--- src/rtl/versa_pkg.sv ---
// versa_pkg -- shared definitions for the VERSA reset sequencer.
//   state_e      : sequencer FSM encoding (IDLE=0, HOLD=1, GUARD=2, LOCKOUT=3)
//   CAUSE_*      : 2-bit violation cause codes reported by the VERSA monitor
//   CNT_W        : width of the hold/guard down-counters
//   RETRY_W      : width of the retry counter
//   LOG_W        : width of the violation log counter
package versa_pkg;

  typedef enum logic [1:0] {
    IDLE    = 2'd0,
    HOLD    = 2'd1,
    GUARD   = 2'd2,
    LOCKOUT = 2'd3
  } state_e;

  localparam logic [1:0] CAUSE_GPIO_RD    = 2'd0;
  localparam logic [1:0] CAUSE_META_ER_WR = 2'd1;
  localparam logic [1:0] CAUSE_ER_INVALID = 2'd2;
  localparam logic [1:0] CAUSE_ER_EXIT    = 2'd3;

  localparam int CNT_W   = 8;
  localparam int RETRY_W = 4;
  localparam int LOG_W   = 8;

endpackage

--- src/rtl/versa_dn_cnt.sv ---
// versa_dn_cnt -- loadable down-counter with a zero flag.
//   clk      : clock, rising edge
//   rst      : synchronous active-high reset, clears the count
//   load     : load load_val (has priority over dec)
//   load_val : value to load
//   dec      : decrement by one; holds at zero instead of wrapping
//   zero     : count is zero
module versa_dn_cnt
  import versa_pkg::*;
(
  input  logic             clk,
  input  logic             rst,
  input  logic             load,
  input  logic [CNT_W-1:0] load_val,
  input  logic             dec,
  output logic             zero
);

  localparam logic [CNT_W-1:0] ONE = CNT_W'(1);

  logic [CNT_W-1:0] cnt_q;

  // NOTE: clocked state is written with non-blocking assignments so every
  // register samples the pre-edge values of all others.
  always_ff @(posedge clk) begin
    if (rst) begin
      cnt_q <= '0;
    end else if (load) begin
      cnt_q <= load_val;
    end else if (dec && (cnt_q != '0)) begin
      cnt_q <= cnt_q - ONE;
    end
  end

  assign zero = (cnt_q == '0);

endmodule

--- src/rtl/versa_rst_seq.sv ---
// versa_rst_seq -- turns the VERSA monitor's level reset request into
// fixed-width CPU reset pulses, retrying a bounded number of times before
// locking the CPU in reset permanently.
//   clk        : clock, rising edge
//   rst        : synchronous active-high power-on reset
//   viol_req   : level reset request from the VERSA monitor
//   viol_cause : cause code of the current violation (see versa_pkg)
//   puc_rst    : registered CPU reset
//   lockout    : registered permanent-reset indicator
//   busy       : sequencer is not IDLE
//   last_cause : cause latched at the most recent violation
//   viol_cnt   : saturating violation count
// Optional build macro VERSA_VIOL_LOG_EN enables last_cause/viol_cnt
// logging; without it both outputs are constant zero.
module versa_rst_seq
  import versa_pkg::*;
#(
  parameter int HOLD_CYCLES  = 16,
  parameter int GUARD_CYCLES = 8,
  parameter int MAX_RETRY    = 3
) (
  input  logic       clk,
  input  logic       rst,
  input  logic       viol_req,
  input  logic [1:0] viol_cause,
  output logic       puc_rst,
  output logic       lockout,
  output logic       busy,
  output logic [1:0] last_cause,
  output logic [7:0] viol_cnt
);

  localparam logic [CNT_W-1:0]   HOLD_LOAD   = CNT_W'(HOLD_CYCLES - 1);
  localparam logic [CNT_W-1:0]   GUARD_LOAD  = CNT_W'(GUARD_CYCLES - 1);
  localparam logic [RETRY_W-1:0] RETRY_LIMIT = RETRY_W'(MAX_RETRY);
  localparam logic [RETRY_W-1:0] RETRY_ONE   = RETRY_W'(1);

  state_e               state_q, state_d;
  logic [RETRY_W-1:0]   retry_q, retry_d;
  logic                 puc_rst_q, lockout_q;
  logic                 hold_load, hold_dec, hold_zero;
  logic                 guard_load, guard_dec, guard_zero;
  logic                 viol_start;

  versa_dn_cnt u_hold_cnt (
    .clk      (clk),
    .rst      (rst),
    .load     (hold_load),
    .load_val (HOLD_LOAD),
    .dec      (hold_dec),
    .zero     (hold_zero)
  );

  versa_dn_cnt u_guard_cnt (
    .clk      (clk),
    .rst      (rst),
    .load     (guard_load),
    .load_val (GUARD_LOAD),
    .dec      (guard_dec),
    .zero     (guard_zero)
  );

  // NOTE: every signal written here gets a default first, so no path can
  // leave one unassigned and infer a latch.
  always_comb begin
    state_d    = state_q;
    retry_d    = retry_q;
    hold_load  = 1'b0;
    hold_dec   = 1'b0;
    guard_load = 1'b0;
    guard_dec  = 1'b0;
    viol_start = 1'b0;
    case (state_q)
      IDLE: begin
        retry_d = '0;
        if (viol_req) begin
          state_d    = HOLD;
          hold_load  = 1'b1;
          viol_start = 1'b1;
        end
      end
      HOLD: begin
        // The cycle the counter reads zero is the last cycle of the pulse.
        if (hold_zero) begin
          state_d    = GUARD;
          guard_load = 1'b1;
        end else begin
          hold_dec = 1'b1;
        end
      end
      GUARD: begin
        if (!viol_req) begin
          state_d = IDLE;
        end else if (guard_zero) begin
          if (retry_q != '1) retry_d = retry_q + RETRY_ONE;
          if (retry_d == RETRY_LIMIT) begin
            state_d = LOCKOUT;
          end else begin
            state_d   = HOLD;
            hold_load = 1'b1;
          end
        end else begin
          guard_dec = 1'b1;
        end
      end
      LOCKOUT: state_d = LOCKOUT;
      default: state_d = IDLE;
    endcase
  end

  // Outputs are decoded from the next state so they line up with it.
  always_ff @(posedge clk) begin
    if (rst) begin
      state_q   <= IDLE;
      retry_q   <= '0;
      puc_rst_q <= 1'b0;
      lockout_q <= 1'b0;
    end else begin
      state_q   <= state_d;
      retry_q   <= retry_d;
      puc_rst_q <= (state_d == HOLD) || (state_d == LOCKOUT);
      lockout_q <= (state_d == LOCKOUT);
    end
  end

  assign puc_rst = puc_rst_q;
  assign lockout = lockout_q;
  assign busy    = (state_q != IDLE);

`ifdef VERSA_VIOL_LOG_EN
  logic [1:0]       last_cause_q;
  logic [LOG_W-1:0] viol_cnt_q;

  // Only a fresh violation out of IDLE is logged; retries are not.
  always_ff @(posedge clk) begin
    if (rst) begin
      last_cause_q <= '0;
      viol_cnt_q   <= '0;
    end else if (viol_start) begin
      last_cause_q <= viol_cause;
      if (viol_cnt_q != '1) viol_cnt_q <= viol_cnt_q + LOG_W'(1);
    end
  end

  assign last_cause = last_cause_q;
  assign viol_cnt   = viol_cnt_q;
`else
  logic unused_log;
  assign unused_log = (^viol_cause) ^ viol_start;
  assign last_cause = '0;
  assign viol_cnt   = '0;
`endif

endmodule

--- config.mk ---
export PLATFORM = sky130hd
export DESIGN_NAME = versa_rst_seq
export DESIGN_NICKNAME = d
export VERILOG_FILES = /design/src/rtl/versa_pkg.sv /design/src/rtl/versa_dn_cnt.sv /design/src/rtl/versa_rst_seq.sv
export SDC_FILE = /design/constraint.sdc
export NUM_CORES = 1
export LEC_CHECK = 0
export ABC_AREA = 1
export BUFFER_PORTS_ARGS = -buffer_cell sky130_fd_sc_hd__buf_4
export CELL_PAD_IN_SITES_DETAIL_PLACEMENT = 0
export CELL_PAD_IN_SITES_GLOBAL_PLACEMENT = 1
export CORE_MARGIN = 3
export CORE_UTILIZATION = 43
export CTS_CLUSTER_SIZE = 8
export DETAILED_ROUTE_END_ITERATION = 8
export PLACE_DENSITY = 0.86
export REMOVE_ABC_BUFFERS = 1
export SETUP_SLACK_MARGIN = 0.3
export SYNTH_ARGS = -nofsm -noshare
export SYNTH_HDL_FRONTEND = slang
export SYNTH_SLANG_ARGS = --single-unit
export TNS_END_PERCENT = 50
--- constraint.sdc ---
create_clock -name clk -period 2.7 [get_ports clk]
set_input_delay 0.405 -clock clk [delete_from_list [all_inputs] [get_ports clk]]
set_output_delay 0.405 -clock clk [all_outputs]
set_load 0.01 [all_outputs]
-- Word-level counts from Yosys, hierarchy flattened
Index checks and enable logic that the tools add are counted.
- bits of input ports: 5
- output and inout port bits: 13
- logic and storage cells: 64
- bits in registers: 24
- add/sub/neg operators: 3
- equality and inequality tests: 9
- mux-type cells: 29
- reductions and logical operators: 15
- operators by type and width (kind ; count):
    $mux 4 ; 8
    $logic_not 8->1 ; 2
    $reduce_bool 8->1 ; 2
    $sub 8x1->8 const B ; 2
    $mux 1 ; 11
    $mux 2 ; 5
    $pmux 2 s4 ; 1
    $pmux 4 s2 ; 1
    $reduce_bool 2->1 ; 4
    $eq 2x2->1 const B ; 3
    $mux 3 ; 2
    $add 4x1->4 const B ; 1
    $eq 2x1->1 const B ; 2
    $eq 4x2->1 const B ; 1
    $ne 2x2->1 const B ; 2
    $ne 4x4->1 const B ; 1
    $reduce_or 2->1 ; 2
    $reduce_and 3->1 ; 1
    $logic_and 1x1->1 ; 2
    $logic_not 2->1 ; 1
    $pmux 1 s2 ; 1
    $logic_or 1x1->1 ; 1

-- Longest topological paths before layout
Gate-level depths: netlist (run 1).
- depth in word-level cells: 12
- mapped depth: 10
- gate-level depth less buffers: 10

-- Hierarchy
From an unflattened synthesis (run 1), not the netlist that was laid out.
- cells, all modules: 297
- area total of the unflattened synthesis: 1775.5 um^2
- by module, submodules not included (module ; instances ; area each (um^2) ; seq. area each (um^2) ; cells each):
    versa_dn_cnt ; 2 ; 600.6 ; 160.2 ; 104
    versa_rst_seq ; 1 ; 574.3 ; 160.2 ; 89

-- Least setup slack after synthesis (run 1)
Ideal clock, no wire load.
- path kind: register to register
- start: reg u_guard_cnt.cnt_q[0]
- end: reg u_hold_cnt.cnt_q[4]
- stages on the path, launching flop included: 10
- setup slack: 1.296 ns
- data arrival time: 1.285 ns
- path buffers: 0
- data required time: 2.580 ns
- clock period less this slack: 1.404 ns
- library setup time: 0.120 ns
- cells stage by stage: dfxtp_1 > inv_1 > ha_1 > nand3_2 > nor2_8 > inv_2 > nor2_4 > nand2_2 > nand3_1 > a21oi_1
- cells in the longest elaborated chain, start to end: 5
- ends and longest elaborated chain (what ; RTL line ; source):
    from (decl) ; versa_dn_cnt.sv:21 ; logic [CNT_W-1:0] cnt_q;
    from (signal assigned) ; versa_dn_cnt.sv:29 ; cnt_q <= load_val;
    from (signal assigned) ; versa_dn_cnt.sv:31 ; cnt_q <= cnt_q - ONE;
    $logic_not 8->1 ; versa_dn_cnt.sv:35 ; assign zero = (cnt_q == '0);
    $mux 1 ; versa_rst_seq.sv:94 ; end else if (guard_zero) begin
    $mux 1 ; versa_rst_seq.sv:92 ; if (!viol_req) begin
    $pmux 1 s2 ; versa_rst_seq.sv:73 ; case (state_q)
    $reduce_or 2->1 (no line) ; n/a ;
    to (signal assigned) ; versa_dn_cnt.sv:29 ;
    to (signal assigned) ; versa_dn_cnt.sv:31 ;
    to (decl) ; versa_dn_cnt.sv:21 ;
Every way passes these cells.
A chain may end at the register's enable or synchronous reset.

-- Final worst setup path (run 1)
- start: reg u_guard_cnt.cnt_q[0]
- end: reg u_hold_cnt.cnt_q[6]
Same word-level chain as after synthesis.

==> results of run 1 <==
==> worst max path at each step <==
stage | start | end | cells past startpoint | slack [ns]
detailed placement | u_guard_cnt.cnt_q[0] | u_hold_cnt.cnt_q[6] | 9 | 1.09
global route | u_hold_cnt.cnt_q[0] | u_hold_cnt.cnt_q[1] | 9 | 0.94
global placement | retry_q[1] | u_hold_cnt.cnt_q[7] | 7 | 1.10
finish | u_guard_cnt.cnt_q[0] | u_hold_cnt.cnt_q[6] | 9 | 1.07
CTS | u_guard_cnt.cnt_q[0] | u_hold_cnt.cnt_q[6] | 9 | 1.07
floorplan | u_guard_cnt.cnt_q[0] | u_hold_cnt.cnt_q[4] | 9 | 1.30
==> kinds of logic (layout without fill, tap and decap cells) <==
| logic type | after synthesis | count (layout) | share of synthesized area, % |
|---|---|---|---|
| and+or+nand+nor | 115 | 115 | 37.8 |
| AOI/OAI and AO/OA | 22 | 22 | 7.71 |
| adders and majority gates | 5 | 5 | 4.28 |
| other | 1 | 10 | 0.257 |
| xor gates and xnor gates | 8 | 8 | 4.80 |
| buffers and inverters | 43 | 41 | 13.6 |
| DFF | 23 | 23 | 31.5 |
==> cell usage after synthesis, drive strengths merged (2+ instances only) <==
library cell,number
inv,32
ha,5
xor2,6
buf,10
dfxtp,23
nand4,8
nand3,15
nand2,53
a31oi,2
a21oi,14
o21ai,6
xnor2,2
nor2,38
==> registers in the layout, summed over array words and instances, names as in the netlist <==
register	flops
u_guard_cnt.cnt_q	8
u_hold_cnt.cnt_q	8
retry_q	4
state_q	2
lockout	1
==> cell type report <==
cell class                      count  area (µm²)  area share [%]
Clock inverter                      1        5.00           0.326
Timing Repair Buffer                5        37.5            2.44
Inverter                           32         120            7.82
Sequential cell                    23         460            30.0
Clock buffer                        3        22.5            1.47
Tap cell                           44        55.1            3.59
Multi-Input combinational cell    160         835            54.4
==> worst max-delay path: stages (launching register included) <==
cell     delay, ns
dfxtp_1       0.34
inv_1         0.17
ha_1          0.20
nand3_2       0.13
nor2_8        0.18
inv_2         0.07
nor2_4        0.11
nand2_2       0.08
nand3_1       0.18
a21oi_1       0.06
==> layer usage <==
metal  wire [µm]  vias up  GRT usage, %
met1        1430      524          19.2
met5           0        -             0
met4          21        0          3.17
li1            -      678             -
met3         112        2          4.04
met2        1140       19          22.2
==> report_power, final <==
part	internal [W]	switching (W)
clock	0.0000554	0.000108
sequential	0.000363	0.0000198
combinational	0.000105	0.000191
==> stage by stage <==
| step | total power (W) | cells | utilization (%) | area [µm²] |
|---|---|---|---|---|
| after floorplan | 0.000626 | 215 | - | 1420 |
| after global placement | 0.000686 | 264 | 47.8 | 1510 |
| after detailed placement | 0.000686 | 264 | 47.8 | 1510 |
| after CTS | 0.000854 | 268 | 48.7 | 1540 |
| after global routing | 0.000906 | 268 | 48.7 | 1540 |
| final | 0.000842 | 268 | 48.7 | 1540 |
==> out/metrics.yaml, run 1 <==
clock_tree:
  cts_resized: 0
  clockRootBuffer: "clkbuf_4"
  clk_latency_ns: 0.32
  clkSlewWorstSetupHoldPaths_ns: 0.13
  htree_num_levels: 1
  cts-buffers-inserted: 3
  postCtsHoldBufs: 0
  cts_tree: "done"
  cts_setup_buffers: 0
  cts.sinks: 23
  cts_buffer_depth: 2
final_layout:
  num_antenna_cells: 0
  final_nets: 235
  syn_to_final_growth_pct: 5.14
  final_cell_mix: "nand2_1, nor2_1, inv_1"
  drive_above_1_share_pct: 13.8
  num-fill-cells: 358
  final_common_cell: "nand2_1"
yosys:
  synth_area_um2: 1460
  yosysWarnings: 0
  synth_cell_types: 23
  ys.flop_type: "dfxtp_1"
  seq_area_frac_synth_pct: 31.5
  synth_edf_count: 0
  syn_inst: 217
  yosys_register_bits: 23
  ys_top_cells_by_area: "dfxtp_1, nand2_1, nor2_1"
  async_reset_ff_share_pct: 0
  syn_area_per_cell_um2: 6.73
  synth_top_cell_area_share_pct: 31.5
  synth_area_leader_cell: "dfxtp_1"
outcome:
  status: "completed"
detailed_routing:
  drtIter0Drc: 68
  drtAntennaViolNets: 0
  drc: 0
  vias_per_cell: 4.56
  drt_pass1_iterations: 4
  vias: 1223
  routed_wl_um: 2700
  routedWlPerCell_um: 10.1
floorplan:
  core_um2: 3150
  ios: 18
  die_w_um: 64.3
  fp-row-count: 20
  start_util_pct: 46.3
  die_h_um: 64.3
  dieArea_um2: 4130
global_routing:
  grt_max_degree: 14
  grt.total_usage_pct: 14.1
  grt_pass1_vias: 1108
  globalRouteOverflowTotal: 0
  grt_pass1_wl_um: 4690
  antenna_found_initial: 0
timing:
  setup-tns-final_ns: 0
  fin_crit_ns: 1.63
  rsz0062_at_grt: "no"
  fin_hold_ws_ns: 0.351
  setup_ws_ns: 1.07
  finalCritPeriodShare_pct: 60.4
  setup_viol: 0
  final-hold-violation-count: 0
  max_clock_freq_mhz: 613
  drv_slew: 0
  clock_skew_ns: 0.00588
worst_setup_path:
  rr_endpoint: "u_hold_cnt.cnt_q[6]"
  r2r-start: "u_guard_cnt.cnt_q[0]"
  worstRegToRegCells: 9
  cp_max_fo: 6
  endpoint_kind: "register"
  worstPathRequired_ns: 2.91
  reg2reg_slack_ns: 1.07
  critPathLaunchType: "register"
  critical_path_class: "reg2reg"
  crit_arrival_ns: 1.84
placed_design:
  dp_hpwl_um: 2030
  dp_slack_ns: 1.09
  port_buffers: 5
  routabilityCongestion: 0.818
min_path:
  hold_path.class: "in2reg"
  hold_end: "retry_q[0]"
  hp-start: "rst"
  holdPathStages: 2
job:
  drv_cap: 0
power_and_ir_drop:
  power_density_nw_per_um2: 549
  p_leak_nw: 0.710
  ir_worst_vdd_uv: 346
(Power assumes the default switching activity.)
==> run 2, diff against run 1 <==
--- a/config.mk
+++ b/config.mk
@@ -10,10 +10,10 @@
 export CELL_PAD_IN_SITES_DETAIL_PLACEMENT = 0
 export CELL_PAD_IN_SITES_GLOBAL_PLACEMENT = 1
 export CORE_MARGIN = 3
-export CORE_UTILIZATION = 43
+export CORE_UTILIZATION = 36
 export CTS_CLUSTER_SIZE = 8
 export DETAILED_ROUTE_END_ITERATION = 8
-export PLACE_DENSITY = 0.86
+export PLACE_DENSITY = 0.78
 export REMOVE_ABC_BUFFERS = 1
 export SETUP_SLACK_MARGIN = 0.3
 export SYNTH_ARGS = -nofsm -noshare
==> constraint.sdc (replaced) <==
create_clock -name clk -period 1.4 [get_ports clk]
set_input_delay 0.21 -clock clk [delete_from_list [all_inputs] [get_ports clk]]
set_output_delay 0.21 -clock clk [all_outputs]
set_load 0.01 [all_outputs]
==> out/metrics.yaml, run 2 (synthesized netlist as in run 1, its figures left out) <==
detailed_routing:
  vias: 1387  # +13%
  drtIter0Drc: 44  # -35%
  routed_wl_um: 3180  # +18%
  routedWlPerCell_um: 10.6  # +5.0%
  vias_per_cell: 4.61  # +0.98%
  drt_pass1_iterations: 4  # unchanged
  drc: 0  # unchanged
  drtAntennaViolNets: 0  # unchanged
final_layout:
  fin_cells: 301  # +12%
  drive_above_1_share_pct: 41.5  # +28 points
  final_cell_mix: "nand2_1, buf_4, nor2_1"
  num-fill-cells: 361  # +0.84%
  final_nets: 264  # +12%
  num_antenna_cells: 0  # unchanged
  syn_to_final_growth_pct: 33.6
  final_common_cell: "nand2_1"
  top_regs: "u_guard_cnt.cnt_q: 8 flops, u_hold_cnt.cnt_q: 8 flops, retry_q: 4 flops"
worst_setup_path:
  worstPathRequired_ns: 1.56  # -1.35 ns
  endpoint: "retry_q[0]"
  crit_arrival_ns: 1.51  # -0.33 ns
  r2r-start: "u_guard_cnt.cnt_q[1]"
  critical_path_class: "reg2reg"
  reg2reg_slack_ns: 0.05  # -1.02 ns
  critPathLaunchType: "register"
  cp_max_fo: 4  # -2
  rr_endpoint: "retry_q[0]"
  endpoint_kind: "register"
  worstRegToRegCells: 10  # +1
  crit_path_start: "u_guard_cnt.cnt_q[1]"
global_routing:
  grt_max_degree: 14  # unchanged
  grt_pass1_vias: 1314  # +19%
  globalRouteOverflowTotal: 0  # unchanged
  grt_pass1_wl_um: 5690  # +21%
  antenna_found_initial: 0  # unchanged
  grt.total_usage_pct: 13.9  # -0.21 points
power_and_ir_drop:
  power_density_nw_per_um2: 1050  # +91%
  power.switching_w: 0.000738  # +130%
  pwr-share-seq_pct: 36.6  # -8.9 points
  sw_frac_of_total_pct: 36.2  # -1.7 points
  fin_total_pwr_w: 0.00204  # +140%
  clkPwrFrac_pct: 20.9  # +1.5 points
  internal_power_w: 0.00130  # +150%
  p_comb_share_pct: 42.4  # +7.3 points
  ir_worst_vdd_uv: 595  # +72%
  p_leak_nw: 0.877  # +23%
timing:
  drv_slew: 0  # unchanged
  final-hold-violation-count: 0  # unchanged
  fin_crit_ns: 1.35  # -0.278 ns
  finalCritPeriodShare_pct: 96.7  # +36 points
  max_clock_freq_mhz: 739  # +21%
  clock_skew_ns: 0.00430  # -0.00158 ns
  setup_viol: 0  # unchanged
  rsz0062_at_grt: "yes"
clock_tree:
  postCtsHoldBufs: 0  # unchanged
  cts_buffer_depth: 2  # unchanged
  cts.sinks: 23  # unchanged
  cts-buffers-inserted: 3  # unchanged
  clk_latency_ns: 0.27  # -0.05 ns
  htree_num_levels: 1  # unchanged
  clockRootBuffer: "clkbuf_8"
  cts_tree: "done"
  clkSlewWorstSetupHoldPaths_ns: 0.08  # -0.05 ns
min_path:
  hold_path.class: "in2reg"
  hp-start: "rst"
floorplan:
  die_w_um: 69.7  # +8.4%
  start_util_pct: 38.7  # -7.6 points
  dieArea_um2: 4860  # +18%
  core_um2: 3770  # +20%
  ios: 18  # unchanged
  fp-row-count: 22  # +10%
  die_h_um: 69.7  # +8.4%
placed_design:
  dp_hpwl_um: 2290  # +13%
  dp.cells: 288  # +9.1%
  routabilityCongestion: 0.753  # -7.9%
  port_buffers: 5  # unchanged
job:
  drv_cap: 0  # unchanged
outcome:
  status: "completed"
[run 2: changes by cell type in the layout (fill, tap and decap cells not counted), sizes merged]
| cell | change |
|---|---|
| clkinv | -1 |
| buf | +28 |
| nor2 | +1 |
| clkbuf | +1 |
[run 2: layout make-up]
type | instances | area [µm²] | share of cell area, %
inverter | 32 | 125 | 6.41
sequential | 23 | 477 | 24.4
tap | 48 | 60.1 | 3.08
multi-input combinational | 161 | 980 | 50.2
clock buffer | 4 | 45.0 | 2.31
timing repair buffer | 33 | 264 | 13.5
[run 2: routing by layer]
layer | routed length, µm | vias to the layer above | track usage, %
met5 | 0 | - | 0
met4 | 38 | 0 | 3.62
met3 | 104 | 4 | 2.32
met2 | 1440 | 23 | 22.7
met1 | 1600 | 625 | 19.0
li1 | - | 735 | -
[run 2: per-stage QoR]
stage               util [%]  worst slack (ns)  setup TNS, ns  hold WS (ns)  area, µm²
finish                  51.7            0.0469              0         0.213       1950
global route            51.7           -0.0225         -0.126         0.222       1950
CTS                     50.0            0.0752              0         0.216       1890
detailed placement      44.4           -0.0731         -0.433         0.464       1680
global placement        44.4           -0.0466         -0.337         0.453       1680
floorplan                  -          -0.00412        -0.0165         0.279       1420
[run 2: worst max-delay path, stage by stage (launching register included)]
cell and delay, ns:
dfxtp_2 0.33, inv_2 0.07, ha_4 0.14, nand3_4 0.08
nor2_8 0.15, inv_4 0.05, nor2_4 0.12, nor2_1 0.05
buf_4 0.15, nand2_1 0.07, a21oi_2 0.05
[run 2: worst min-delay path by stage]
stage	to	slack, ns	cells past startpoint
floorplan	retry_q[0]	0.28	1
global placement	u_guard_cnt.cnt_q[7]	0.45	2
detailed placement	u_guard_cnt.cnt_q[7]	0.46	2
CTS	retry_q[1]	0.22	2
global route	retry_q[0]	0.22	2
finish	retry_q[0]	0.21	2
[run 2: power by group through the flow]
stage               clock (W)  sequential [W]  combinational (W)
floorplan                   0        0.000748           0.000460
global placement            0        0.000753           0.000707
detailed placement          0        0.000752           0.000706
CTS                  0.000438        0.000742           0.000807
global route         0.000462        0.000756           0.000971
finish               0.000427        0.000748           0.000865
[run 2: timing repair]
item / CTS / global route
cloned: 1 / 0
resized for setup: 33 / 23
endpoints found under the setup margin: 24 / 25
buffers inserted: 7 / 1
pin swaps: 20 / 13
==> run 3, diff against run 2 <==
--- a/config.mk
+++ b/config.mk
@@ -5,15 +5,14 @@
 export SDC_FILE = /design/constraint.sdc
 export NUM_CORES = 1
 export LEC_CHECK = 0
-export ABC_AREA = 1
 export BUFFER_PORTS_ARGS = -buffer_cell sky130_fd_sc_hd__buf_4
 export CELL_PAD_IN_SITES_DETAIL_PLACEMENT = 0
 export CELL_PAD_IN_SITES_GLOBAL_PLACEMENT = 1
 export CORE_MARGIN = 3
-export CORE_UTILIZATION = 36
+export CORE_UTILIZATION = 39
 export CTS_CLUSTER_SIZE = 8
 export DETAILED_ROUTE_END_ITERATION = 8
-export PLACE_DENSITY = 0.78
+export PLACE_DENSITY = 0.79
 export REMOVE_ABC_BUFFERS = 1
 export SETUP_SLACK_MARGIN = 0.3
 export SYNTH_ARGS = -nofsm -noshare
==> out/metrics.yaml, run 3 <==
outcome:
  status: "finished, violations left"
  violations: "negative setup slack"
timing:
  fin_hold_ws_ns: 0.149  # -0.0638 ns
  setup-tns-final_ns: -3.80  # -3.80 ns
  final-hold-violation-count: 0  # unchanged
  fin_crit_ns: 1.73  # +0.381 ns
  rsz0062_at_grt: "yes"
  drv_slew: 0  # unchanged
  clock_skew_ns: 0.00716  # +0.00286 ns
  setup_ws_ns: -0.334  # -0.381 ns
  setup_viol: 24  # +24
  max_clock_freq_mhz: 577  # -22%
  finalCritPeriodShare_pct: 124  # +27 points
yosys:
  synth_mux_area_share_pct: 2.29  # +2.3 points
  synth_area_leader_cell: "dfxtp_1"
  yosys_register_bits: 23  # unchanged
  synth_fa_ha_area_share_pct: 4.41  # +0.12 points
  yosysMostFrequentCell: "dfxtp_1"
  synth_top_family_by_area: "simple AND/OR/NAND/NOR gates"
  async_reset_ff_share_pct: 0  # unchanged
  yosysWarnings: 0  # unchanged
  synth_top_cell_area_share_pct: 32.5  # +0.92 points
  synth_cell_types: 54  # +130%
  syn_inst: 158  # -27%
  synth_compound_area_share_pct: 17.1  # +9.4 points
  syn_area_per_cell_um2: 8.98  # +33%
  ys_top_cells_by_area: "dfxtp_1, buf_4, ha_1"
  synth_edf_count: 0  # unchanged
  synthSimpleGateAreaFrac_pct: 28.3  # -9.5 points
  synth_area_um2: 1420  # -2.8%
  synthTopCellsByCount: "dfxtp_1, a21oi_1, buf_4"
  synthXorXnorAreaFrac_pct: 5.56  # +0.76 points
  seq_area_frac_synth_pct: 32.5  # +0.92 points
  ys.flop_type: "dfxtp_1"
worst_setup_path:
  endpoint_kind: "register"
  critPathLaunchType: "register"
  critical_path_class: "reg2reg"
  cp_max_fo: 3  # -1
  worstPathRequired_ns: 1.66  # +0.10 ns
  cpMostUsedCell: "buf_4"
  crit_family: "simple AND/OR/NAND/NOR gates"
  reg2reg_slack_ns: -0.33  # -0.38 ns
  crit_path_top_delay_cell: "dfxtp_2"
  worst-path-buf-inv: 4  # +1
  crit_path_cell_trace: "inv_4 -> ha_4 -> buf_4 -> buf_6 -> nor3b_4 -> buf_4 -> nand2_2 -> or3b_4 -> a31oi_1"
  crit_arrival_ns: 2.00  # +0.49 ns
  critPathMaxStageDelay_ns: 0.38  # +0.05 ns
final_layout:
  final_cell_mix: "buf_4, dfxtp_1, conb_1"
  top_regs: "u_guard_cnt.cnt_q: 8 flops, u_hold_cnt.cnt_q: 8 flops, retry_q: 4 flops"
  seq_area_um2: 475  # -0.26%
  finalInstanceArea_um2: 2190  # +12%
  final_common_cell: "buf_4"
  syn_to_final_growth_pct: 54.6
  fin_cells: 268  # -11%
  multi_input_area_um2: 1090  # +11%
  drive_above_1_share_pct: 57.7  # +16 points
  num_antenna_cells: 0  # unchanged
  final_nets: 233  # -12%
  num-fill-cells: 270  # -25%
global_routing:
  grt_pass1_vias: 1416  # +7.8%
  antenna_found_initial: 0  # unchanged
  grt_pass1_wl_um: 6520  # +15%
  grt.total_usage_pct: 19.3  # +5.4 points
  globalRouteOverflowTotal: 0  # unchanged
  grt_max_degree: 18  # +4
clock_tree:
  clkSlewWorstSetupHoldPaths_ns: 0.13  # +0.05 ns
  htree_num_levels: 1  # unchanged
  cts_buffer_depth: 2  # unchanged
  clockRootBuffer: "clkbuf_4"
  cts-buffers-inserted: 3  # unchanged
  clk_latency_ns: 0.33  # +0.06 ns
  cts_tree: "done"
  cts.sinks: 23  # unchanged
detailed_routing:
  routed_wl_um: 4000  # +26%
  vias: 1395  # +0.58%
  drt_pass1_iterations: 4  # unchanged
  drc: 0  # unchanged
  vias_per_cell: 5.21  # +13%
  drtAntennaViolNets: 0  # unchanged
  routedWlPerCell_um: 14.9  # +41%
  drtIter0Drc: 77  # +75%
placed_design:
  dp.cells: 249  # -14%
  routabilityCongestion: 0.924  # +23%
  dp_hpwl_um: 2450  # +7.2%
  port_buffers: 5  # unchanged
  placed_area_um2: 1780  # +6.4%
job:
  drv_cap: 0  # unchanged
min_path:
  hold_path.class: "in2reg"
floorplan:
  dieArea_um2: 4400  # -9.4%
  start_util_pct: 41.5  # +2.8 points
  ios: 18  # unchanged
  die_h_um: 66.3  # -4.8%
  core_um2: 3420  # -9.4%
  die_w_um: 66.3  # -4.8%
  fp-row-count: 21  # -4.5%
power_and_ir_drop:
  fin_total_pwr_w: 0.00208  # +2.0%
  p_leak_nw: 0.871  # -0.68%
  power_density_nw_per_um2: 949  # -9.3%
  ir_worst_vdd_uv: 726  # +22%
[run 3: cell types whose count changed after synthesis, sizes merged, moves of 4 or more]
cell	previous run	this run
nor3	1	10
inv	32	7
nor2	38	10
nand4	8	2
nand3	15	8
xnor2	2	6
buf	10	14
nand2	53	8
[run 3: logic make-up (layout without fill, tap and decap cells)]
kind of cell	Yosys count	count (layout)
simple gates	61	61
xor+xnor	9	9
buf+inv	22	77
fa+ha+maj	5	5
mux	3	3
flops	23	23
other cells	1	10
compound gates	34	34
[run 3: path summary, 6_finish.rpt]
path / startpoint / cells after the start / endpoint
max: u_hold_cnt.cnt_q[1] / 9 / u_hold_cnt.cnt_q[3]
min reg2reg: u_guard_cnt.cnt_q[4] / 2 / u_guard_cnt.cnt_q[4]
min: rst / 2 / u_hold_cnt.cnt_q[1]
max reg2reg: u_hold_cnt.cnt_q[1] / 9 / u_hold_cnt.cnt_q[3]
[run 3: final cells by class]
type | instances | area share, %
multi-input combinational | 122 | 49.5
timing repair buffer | 66 | 23.6
sequential | 23 | 21.7
tap | 46 | 2.62
inverter | 7 | 1.31
clock buffer | 3 | 1.03
clock inverter | 1 | 0.228
[run 3: repair_timing]
| action | in CTS | in global routing |
|---|---|---|
| pin swaps | 28 | 9 |
| setup buffers | 11 | 4 |
| hold buffers | 0 | 0 |
| hold endpoints to repair | 0 | 0 |
| setup endpoints to repair | 25 | 25 |
| resized for setup | 59 | 7 |
[run 3: metal layers]
layer / GRT usage, % / vias to the layer above / wire length [µm]
li1: - / 680 / -
met1: 22.7 / 666 / 1630
met2: 34.9 / 36 / 2130
met3: 4.25 / 13 / 161
met4: 4.82 / 0 / 73
met5: 0 / - / 0
[run 3: power by group]
| part | switching, W | total (W) | leakage, nW | internal, W |
|---|---|---|---|---|
| Clock | 0.000229 | 0.000337 | 0.0177 | 0.000107 |
| Combinational | 0.000461 | 0.00101 | 0.662 | 0.000549 |
| Sequential | 0.0000361 | 0.000734 | 0.192 | 0.000698 |
| Total | 0.000726 | 0.00208 | 0.871 | 0.00136 |
[run 3: metrics by stage]
step                worst slack [ns]  utilization [%]
finish                        -0.334             64.2
global route                  -0.405             64.2
CTS                           -0.355             62.2
detailed placement            -0.497             52.2
global placement              -0.421             52.2
floorplan                     -0.431                -
